## src/rtl/mmio_pkg.sv

```systemverilog
`default_nettype none
// ============================================================================
// Module      : mmio_pkg
// Description : Register offsets, decode nibble default and TX FSM encoding
//               shared by the mmio_ctrl slice.
// Revision    : 1.0 - initial release
// ============================================================================
package mmio_pkg;

  localparam logic [3:0] MMIO_NIBBLE_DEFAULT = 4'h8;

  localparam logic [7:0] OFF_STATUS  = 8'h00;
  localparam logic [7:0] OFF_RXDATA  = 8'h04;
  localparam logic [7:0] OFF_TXDATA  = 8'h08;
  localparam logic [7:0] OFF_CYCLE   = 8'h10;
  localparam logic [7:0] OFF_INSTRET = 8'h14;
  localparam logic [7:0] OFF_CNTCLR  = 8'h18;

  typedef enum logic [0:0] {
    TX_IDLE = 1'b0,
    TX_BUSY = 1'b1
  } tx_state_e;

endpackage : mmio_pkg
`default_nettype wire

```

## src/rtl/mmio_rx_fifo.sv

```systemverilog
`default_nettype none
// ============================================================================
// Module      : mmio_rx_fifo
// Description : Byte FIFO for received UART data; DEPTH must be a power of two.
// Revision    : 1.0 - initial release
// ============================================================================
module mmio_rx_fifo #(
  parameter int DEPTH = 8
) (
  input  logic       clk,
  input  logic       rst,
  input  logic       i_push,
  input  logic       i_pop,
  input  logic [7:0] i_data,
  output logic [7:0] o_head,
  output logic       o_full,
  output logic       o_empty
);

  localparam int             c_AW   = $clog2(DEPTH);
  localparam logic [c_AW:0]  c_FULL = (c_AW + 1)'(DEPTH);

  logic [7:0]      r_mem [DEPTH];
  logic [c_AW-1:0] r_wr_ptr;
  logic [c_AW-1:0] r_rd_ptr;
  logic [c_AW:0]   r_count;
  logic            w_do_push;
  logic            w_do_pop;

  assign o_full    = (r_count == c_FULL);
  assign o_empty   = (r_count == '0);
  assign o_head    = r_mem[r_rd_ptr];
  assign w_do_push = i_push && !o_full;
  assign w_do_pop  = i_pop && !o_empty;

  // Pointers wrap naturally because DEPTH is a power of two.
  always_ff @(posedge clk or posedge rst) begin
    if (rst) begin
      r_wr_ptr <= '0;
      r_rd_ptr <= '0;
      r_count  <= '0;
    end else begin
      if (w_do_push) r_wr_ptr <= r_wr_ptr + 1'b1;
      if (w_do_pop)  r_rd_ptr <= r_rd_ptr + 1'b1;
      case ({w_do_push, w_do_pop})
        2'b10:   r_count <= r_count + 1'b1;
        2'b01:   r_count <= r_count - 1'b1;
        default: r_count <= r_count;
      endcase
    end
  end

  always_ff @(posedge clk) begin
    if (w_do_push) r_mem[r_wr_ptr] <= i_data;
  end

endmodule : mmio_rx_fifo
`default_nettype wire

```

## src/rtl/mmio_ctrl.sv

```systemverilog
`default_nettype none
// ============================================================================
// Module      : mmio_ctrl
// Description : MMIO block with UART TX/RX and cycle/instret counters.
//               Define MMIO_RX_FIFO_EN for a RX_FIFO_DEPTH-entry RX FIFO;
//               otherwise RX uses a single-byte holding register.
// Revision    : 1.0 - initial release
// ============================================================================
module mmio_ctrl
  import mmio_pkg::*;
#(
  parameter int         RX_FIFO_DEPTH = 8,
  parameter logic [3:0] MMIO_NIBBLE   = MMIO_NIBBLE_DEFAULT
) (
  input  logic        clk,
  input  logic        rst,
  input  logic        req_valid,
  input  logic        req_we,
  input  logic [31:0] req_addr,
  input  logic [31:0] req_wdata,
  output logic [31:0] rdata,
  input  logic        inst_retire,
  input  logic [7:0]  uart_rx_data,
  input  logic        uart_rx_valid,
  output logic        uart_rx_ready,
  output logic [7:0]  uart_tx_data,
  output logic        uart_tx_valid,
  input  logic        uart_tx_ready
);

  logic        w_hit;
  logic        w_ld;
  logic        w_st;
  logic [7:0]  w_off;
  logic        w_rx_push;
  logic        w_rx_pop;
  logic        w_rx_full;
  logic        w_rx_empty;
  logic [7:0]  w_rx_head;
  logic [31:0] w_rd_mux;
  logic        w_cnt_clr;
  logic        w_tx_accept;
  logic        w_unused;
  tx_state_e   r_tx_state;
  tx_state_e   w_tx_state_nxt;
  logic [31:0] r_cycle_cnt;
  logic [31:0] r_instret_cnt;

  assign w_hit     = req_valid && (req_addr[31:28] == MMIO_NIBBLE);
  assign w_off     = req_addr[7:0];
  assign w_ld      = w_hit && !req_we;
  assign w_st      = w_hit && req_we;
  assign w_cnt_clr = w_st && (w_off == OFF_CNTCLR);
  assign w_rx_push = uart_rx_valid && uart_rx_ready;
  assign w_rx_pop  = w_ld && (w_off == OFF_RXDATA) && !w_rx_empty;
  assign uart_rx_ready = !w_rx_full;
  assign w_unused  = ^{req_addr[27:8], req_wdata[31:8]};

`ifdef MMIO_RX_FIFO_EN
  mmio_rx_fifo #(
    .DEPTH (RX_FIFO_DEPTH)
  ) u_rx_fifo (
    .clk     (clk),
    .rst     (rst),
    .i_push  (w_rx_push),
    .i_pop   (w_rx_pop),
    .i_data  (uart_rx_data),
    .o_head  (w_rx_head),
    .o_full  (w_rx_full),
    .o_empty (w_rx_empty)
  );
`else
  logic r_rx_valid;
  logic [7:0] r_rx_byte;
  logic w_unused_depth;

  assign w_unused_depth = (RX_FIFO_DEPTH > 0);

  // Push and pop are exclusive here: push needs an empty slot, pop a full one.
  always_ff @(posedge clk or posedge rst) begin
    if (rst) begin
      r_rx_valid <= 1'b0;
      r_rx_byte  <= 8'h00;
    end else if (w_rx_pop) begin
      r_rx_valid <= 1'b0;
    end else if (w_rx_push) begin
      r_rx_valid <= 1'b1;
      r_rx_byte  <= uart_rx_data;
    end
  end

  assign w_rx_full  = r_rx_valid;
  assign w_rx_empty = !r_rx_valid;
  assign w_rx_head  = r_rx_byte;
`endif

  always_ff @(posedge clk or posedge rst) begin
    if (rst) r_tx_state <= TX_IDLE;
    else     r_tx_state <= w_tx_state_nxt;
  end

  always_comb begin
    w_tx_state_nxt = r_tx_state;
    w_tx_accept    = 1'b0;
    case (r_tx_state)
      TX_IDLE: begin
        if (w_st && (w_off == OFF_TXDATA)) begin
          w_tx_accept    = 1'b1;
          w_tx_state_nxt = TX_BUSY;
        end
      end
      TX_BUSY: begin
        if (uart_tx_ready) w_tx_state_nxt = TX_IDLE;
      end
      default: w_tx_state_nxt = TX_IDLE;
    endcase
  end

  assign uart_tx_valid = (r_tx_state == TX_BUSY);

  always_ff @(posedge clk or posedge rst) begin
    if (rst)              uart_tx_data <= 8'h00;
    else if (w_tx_accept) uart_tx_data <= req_wdata[7:0];
  end

  always_ff @(posedge clk or posedge rst) begin
    if (rst) begin
      r_cycle_cnt   <= '0;
      r_instret_cnt <= '0;
    end else if (w_cnt_clr) begin
      r_cycle_cnt   <= '0;
      r_instret_cnt <= '0;
    end else begin
      r_cycle_cnt   <= r_cycle_cnt + 32'd1;
      if (inst_retire) r_instret_cnt <= r_instret_cnt + 32'd1;
    end
  end

  always_comb begin
    w_rd_mux = '0;
    case (w_off)
      OFF_STATUS:  w_rd_mux = {30'b0, !w_rx_empty, (r_tx_state == TX_IDLE)};
      OFF_RXDATA:  w_rd_mux = w_rx_empty ? 32'h0 : {24'b0, w_rx_head};
      OFF_CYCLE:   w_rd_mux = r_cycle_cnt;
      OFF_INSTRET: w_rd_mux = r_instret_cnt;
      default:     w_rd_mux = '0;
    endcase
  end

  always_ff @(posedge clk or posedge rst) begin
    if (rst)       rdata <= '0;
    else if (w_ld) rdata <= w_rd_mux;
  end

endmodule : mmio_ctrl
`default_nettype wire

```

## config.mk

```make
export PLATFORM = sky130hd
export DESIGN_NAME = mmio_ctrl
export DESIGN_NICKNAME = d
export VERILOG_FILES = /design/src/rtl/mmio_pkg.sv /design/src/rtl/mmio_rx_fifo.sv /design/src/rtl/mmio_ctrl.sv
export SDC_FILE = /design/constraint.sdc
export NUM_CORES = 1
export LEC_CHECK = 0
export CAP_MARGIN = 10
export CORE_MARGIN = 8
export CORE_UTILIZATION = 50
export DETAILED_ROUTE_END_ITERATION = 10
export PLACE_DENSITY = 0.82
export SYNTH_ARGS = -nofsm -noshare
export SYNTH_HDL_FRONTEND = slang
export SYNTH_HIERARCHICAL = 1
export SYNTH_SLANG_ARGS = --single-unit
```

## constraint.sdc

```tcl
create_clock -name clk -period 4.59 [get_ports clk]
set_clock_uncertainty 0.15 [all_clocks]
set_input_delay 0.459 -clock clk [delete_from_list [all_inputs] [get_ports clk]]
set_output_delay 0.459 -clock clk [all_outputs]
set_load 0.01 [all_outputs]
```

Yosys cells after proc, flatten, opt, wreduce, memory -nomap -nowiden

Index checks and enable logic that the tools add are counted.

Divide/modulo/power cells: 0
Magnitude comparators: 0
Add/sub/neg operators: 2
Muxes and demuxes: 11
Multipliers: 0
Equality and inequality tests: 6
Shifts and indexed selects: 0
Bitwise logic cells: 2
Reduce and logical (&&, ||, !) cells: 14

Operators by type and width:

| kind                    | count |
|---|---|
| $pmux W32 S4            | 1 |
| $mux W32                | 3 |
| $add A32 B1 Y32 const B | 2 |
| $eq A8 B5 Y1 const B    | 3 |
| $eq A8 B3 Y1 const B    | 1 |
| $eq A8 B4 Y1 const B    | 1 |
| $logic_and A1 B1 Y1     | 8 |
| $logic_not A8 Y1        | 1 |
| $mux W8                 | 1 |
| $mux W1                 | 5 |
| $eq A4 B4 Y1 const B    | 1 |
| $reduce_bool A2 Y1      | 2 |
| $logic_not A1 Y1        | 2 |
| $not A1 Y1              | 2 |
| $pmux W1 S2             | 1 |
| $reduce_and A2 Y1       | 1 |

Memory bits (read-only): 0
Input bits: 79
Bits in registers: 114
RAM bits: 0
Latch bits: 0
Memories: 0

Logic depth before layout (Yosys ltp)

Depth after elaboration: 7
Gate-level depth with buffers: 6
Gate-level depth less buffers: 5

Worst setup path before layout

No wires, ideal clock.

Path type: input to register
Start point: in req_addr[2]
End point: reg uart_tx_data[0]
Data required time: 4.315 ns
Stages on the path: 6
Buffers on the path: 2
Arrival: 1.809 ns
Slack: 2.507 ns
Cells stage by stage: clkbuf_1 > and3b_1 > nand4_1 > nand2b_1 > clkbuf_1 > mux2_2

Word-level cells in the longest chain between the ends: 4

Ends and longest elaborated chain:

| item                   | line             | source |
|---|---|---|
| start: declaration     | mmio_ctrl.sv:19  | `input logic [31:0] req_addr,` |
| $eq A8 B4 Y1           | mmio_ctrl.sv:107 | `if (w_st && (w_off == OFF_TXDATA)) begin` |
| $logic_and A1 B1 Y1    | mmio_ctrl.sv:107 |  |
| $mux W1                | mmio_ctrl.sv:107 |  |
| $mux W1                | mmio_ctrl.sv:105 | `case (r_tx_state)` |
| end signal: assignment | mmio_ctrl.sv:123 | `else if (w_tx_accept) uart_tx_data <= req_wdata[7:0];` |
| end: declaration       | mmio_ctrl.sv:26  | `output logic [7:0] uart_tx_data,` |

Every way passes these cells.
A chain may end at the register's enable or synchronous reset.

Worst setup path in the final report

Start point: reg r_cycle_cnt[0]
End point: reg r_cycle_cnt[24]

Word-level cells in the longest chain between the ends: 2

Ends and longest elaborated chain:

| item                     | line             | source |
|---|---|---|
| start: declaration       | mmio_ctrl.sv:46  | `logic [31:0] r_cycle_cnt;` |
| start signal: assignment | mmio_ctrl.sv:134 | `r_cycle_cnt <= r_cycle_cnt + 32'd1;` |
| $add A32 B1 Y32          | mmio_ctrl.sv:134 |  |
| $mux W32                 | mmio_ctrl.sv:130 | `end else if (w_cnt_clr) begin` |

Every way passes these cells.

==> impl_metrics.json <==
{
  "worstSetupPathType": "flop to flop",
  "die_width_um": 122,
  "pre_cts_ws_ns": 1.64,
  "grt.met3_usage": 0.0356,
  "power.internal_uw": 1960,
  "leakage_uw": 0.00290,
  "grt_util_met2": 0.342,
  "worst_slew_pin_slew_ns": 1.03,
  "clockBufferDepth": 2,
  "tns_ns": 0,
  "yosysTopAreaCellShare": 0.510,
  "yosys_most_used_dff": "dfrtp_1",
  "ctsHoldBuffers": 0,
  "rows": 38,
  "timing.final.ws_setup_ns": 1.94,
  "powerDensity_mw_per_mm2": 373,
  "hold_ws_ns": 0.268,
  "cts_resized": 0,
  "synth.largest_area_cell": "dfrtp_1",
  "cts_num_sinks": 114,
  "setup_violations": 0,
  "layout-drive-gt1-share": 0.0835,
  "synthToLayoutAreaGrowth_pct": 25.1,
  "synth.avg_cell_area_um2": 9.91,
  "power_frac_clock": 0.465,
  "ir_drop_mv": 0.197,
  "gr-usage-all-layers": 0.201,
  "switchingPower_uw": 650,
  "seq_power_share": 0.441,
  "vias": 4837,
  "worst-path-buf-inv": 0,
  "crit_path_start_kind": "flop",
  "required_ns": 4.89,
  "layout.nets": 716,
  "gp_congestion": 0.869,
  "cts_tree": "built",
  "port_buffers": 76,
  "end_kind": "flop",
  "ant_nets": 0,
  "synth_edf_count": 0,
  "min_path_type": "input pin to async pin",
  "grt_util_met1": 0.246,
  "fmax_ghz": 0.377,
  "pin_count": 121,
  "first_pass_iters": 5,
  "grt_pass1_vias": 4849,
  "core-area_mm2": 0.0109,
  "critPathMaxStageDelay_ns": 0.71,
  "maxSlewHeadroom": 0.313,
  "syn_area_mm2": 0.00560,
  "fin_cells": 787,
  "status": "finished clean",
  "place_inst": 756,
  "final-hold-violation-count": 0,
  "crit_slowest_cell": "or3_1",
  "clockRootBuffer": "clkbuf_8",
  "grt_max_degree": 63,
  "drv_cap": 0,
  "fin_crit_ns": 2.65,
  "dp.final_hpwl_mm": 9.47,
  "synth_cell_type_count": 39,
  "antenna_found_initial": 0,
  "n_antenna_cell": 0,
  "final_util": 0.643,
  "top_usage_layer": "met2",
  "drc": 0,
  "yosysSeqAreaShare": 0.510,
  "cpLargestDelayFamily": "simple AND/OR/NAND/NOR gates",
  "cts_made_buffers": 17,
  "ys_top_cells_by_count": "114 x dfrtp_1, 57 x nand2_1, 45 x o21ai_0, 42 x a21oi_1, 39 x nor2_1",
  "cts_setup_buffers": 0,
  "synth_nets": 646,
  "synth_most_common_cell": "dfrtp_1",
  "maxSlewViolCount": 0,
  "path_clk_slew_ns": 0.06,
  "synth_cells": 565,
  "worstPathMaxFanout": 14,
  "clock_latency_ns": 0.53,
  "wire_per_inst_um": 17.9,
  "initial_core_util": 0.514,
  "viasPerCell": 6.15,
  "totalWireLength_mm": 14.1,
  "async_reset_ff_frac": 1.00,
  "grt_overflow": 0,
  "grt_pass1_wl_mm": 24.0,
  "worstPathArrival_ns": 2.95,
  "p_comb_frac": 0.094,
  "drtIter0Drc": 403,
  "ys_ff_latch": 114,
  "grt_setup_unrepaired": "no",
  "crit_chain": "ha_1, nand4_1, or3_1, or4_1, a21oi_1",
  "switching_share": 0.249,
  "fin_crit_sh": 0.578,
  "synth_area_leaders": "dfrtp_1 51%, mux2i_1 6.1%, o21ai_0 4.0%, nand2_1 3.8%, a21oi_1 3.8%",
  "die_h_um": 122,
  "die_area_mm2": 0.0148,
  "htreeDepth": 4,
  "ys_warn_count": 6
}
## per-layer routing
| metal | vias up | part of all wire |
|---|---|---|
| met5 | - | 0 |
| met1 | 2437 | 0.40 |
| met3 | 20 | 0.065 |
| li1 | 2212 | - |
| met2 | 168 | 0.52 |
| met4 | 0 | 0.016 |
## worst register-to-register path: cells and delay by family, from the launching register on
| family | cells | cell delay [ns] |
|---|---|---|
| AO/OA/AOI/OAI | 1 | 0.16 |
| flip-flops | 1 | 0.42 |
| adder cells (fa/ha/maj) | 1 | 0.24 |
| AND/OR/NAND/NOR | 3 | 1.60 |
## final timing paths
check                          startpoint  slack [ns]               to  depth (start not counted)
min reg2reg                     rdata[24]        0.33        rdata[24]                          2
max                        r_cycle_cnt[0]        1.94  r_cycle_cnt[24]                          5
max reg2reg                r_cycle_cnt[0]        1.94  r_cycle_cnt[24]                          5
max in group asynchronous             rst        3.16        rdata[18]                          3
min                                   rst        0.27     r_rx_byte[0]                          2
min in group clk                rdata[24]        0.33        rdata[24]                          2
## cell usage in the layout (no fill, tap or decap), types with 9 or more instances in the layout
cell / count
a21oi_1: 42
nand2_1: 57
dfrtp_1: 114
nand3_1: 21
and4_1: 9
or3_1: 13
mux2i_1: 34
xor2_1: 10
o21ai_0: 45
clkbuf_16: 16
xnor2_1: 14
o31ai_1: 22
or4_1: 23
clkdlybuf4s50_1: 75
mux2_2: 16
inv_1: 12
nor2_1: 39
nand4_1: 17
## power by group through the flow
stage	Combinational (µW)	Sequential, µW	Clock [µW]
CTS	249	1150	1220
global route	276	1160	1270
floorplan	171	1140	0
global placement	232	1160	0
detailed placement	241	1170	0
finish	246	1150	1220
## state kept, by name, summed over array words and instances (netlist names)
| signal | flops |
|---|---|
| uart_tx_data | 8 |
| r_instret_cnt | 32 |
| r_cycle_cnt | 32 |
| r_rx_valid | 1 |
| rdata | 32 |
| uart_tx_valid | 1 |
| r_rx_byte | 8 |
## final cells by class
cell class,count,area (µm²)
Clock buffer,26,498
Timing Repair Buffer,81,793
Sequential cell,114,2850
Inverter,13,51.3
Fill cell,817,3890
Tap cell,140,175
Clock inverter,5,50.0
Multi-Input combinational cell,408,2580
## metrics by stage
step	power, µW	area [µm²]
2_1_floorplan	1320	5600
3_3_place_gp	1390	6450
3_5_place_dp	1410	6450
4_1_cts	2620	7000
5_1_grt	2710	7000
6_report	2610	7000
## logic make-up after synthesis
kind of cell	share of synthesized area
fa+ha+maj	0.00447
buf+inv	0.0300
flops	0.510
mux	0.0930
compound gates	0.121
xor+xnor	0.0376
simple gates	0.205
Note: power is estimated with default switching activity, not from simulation.
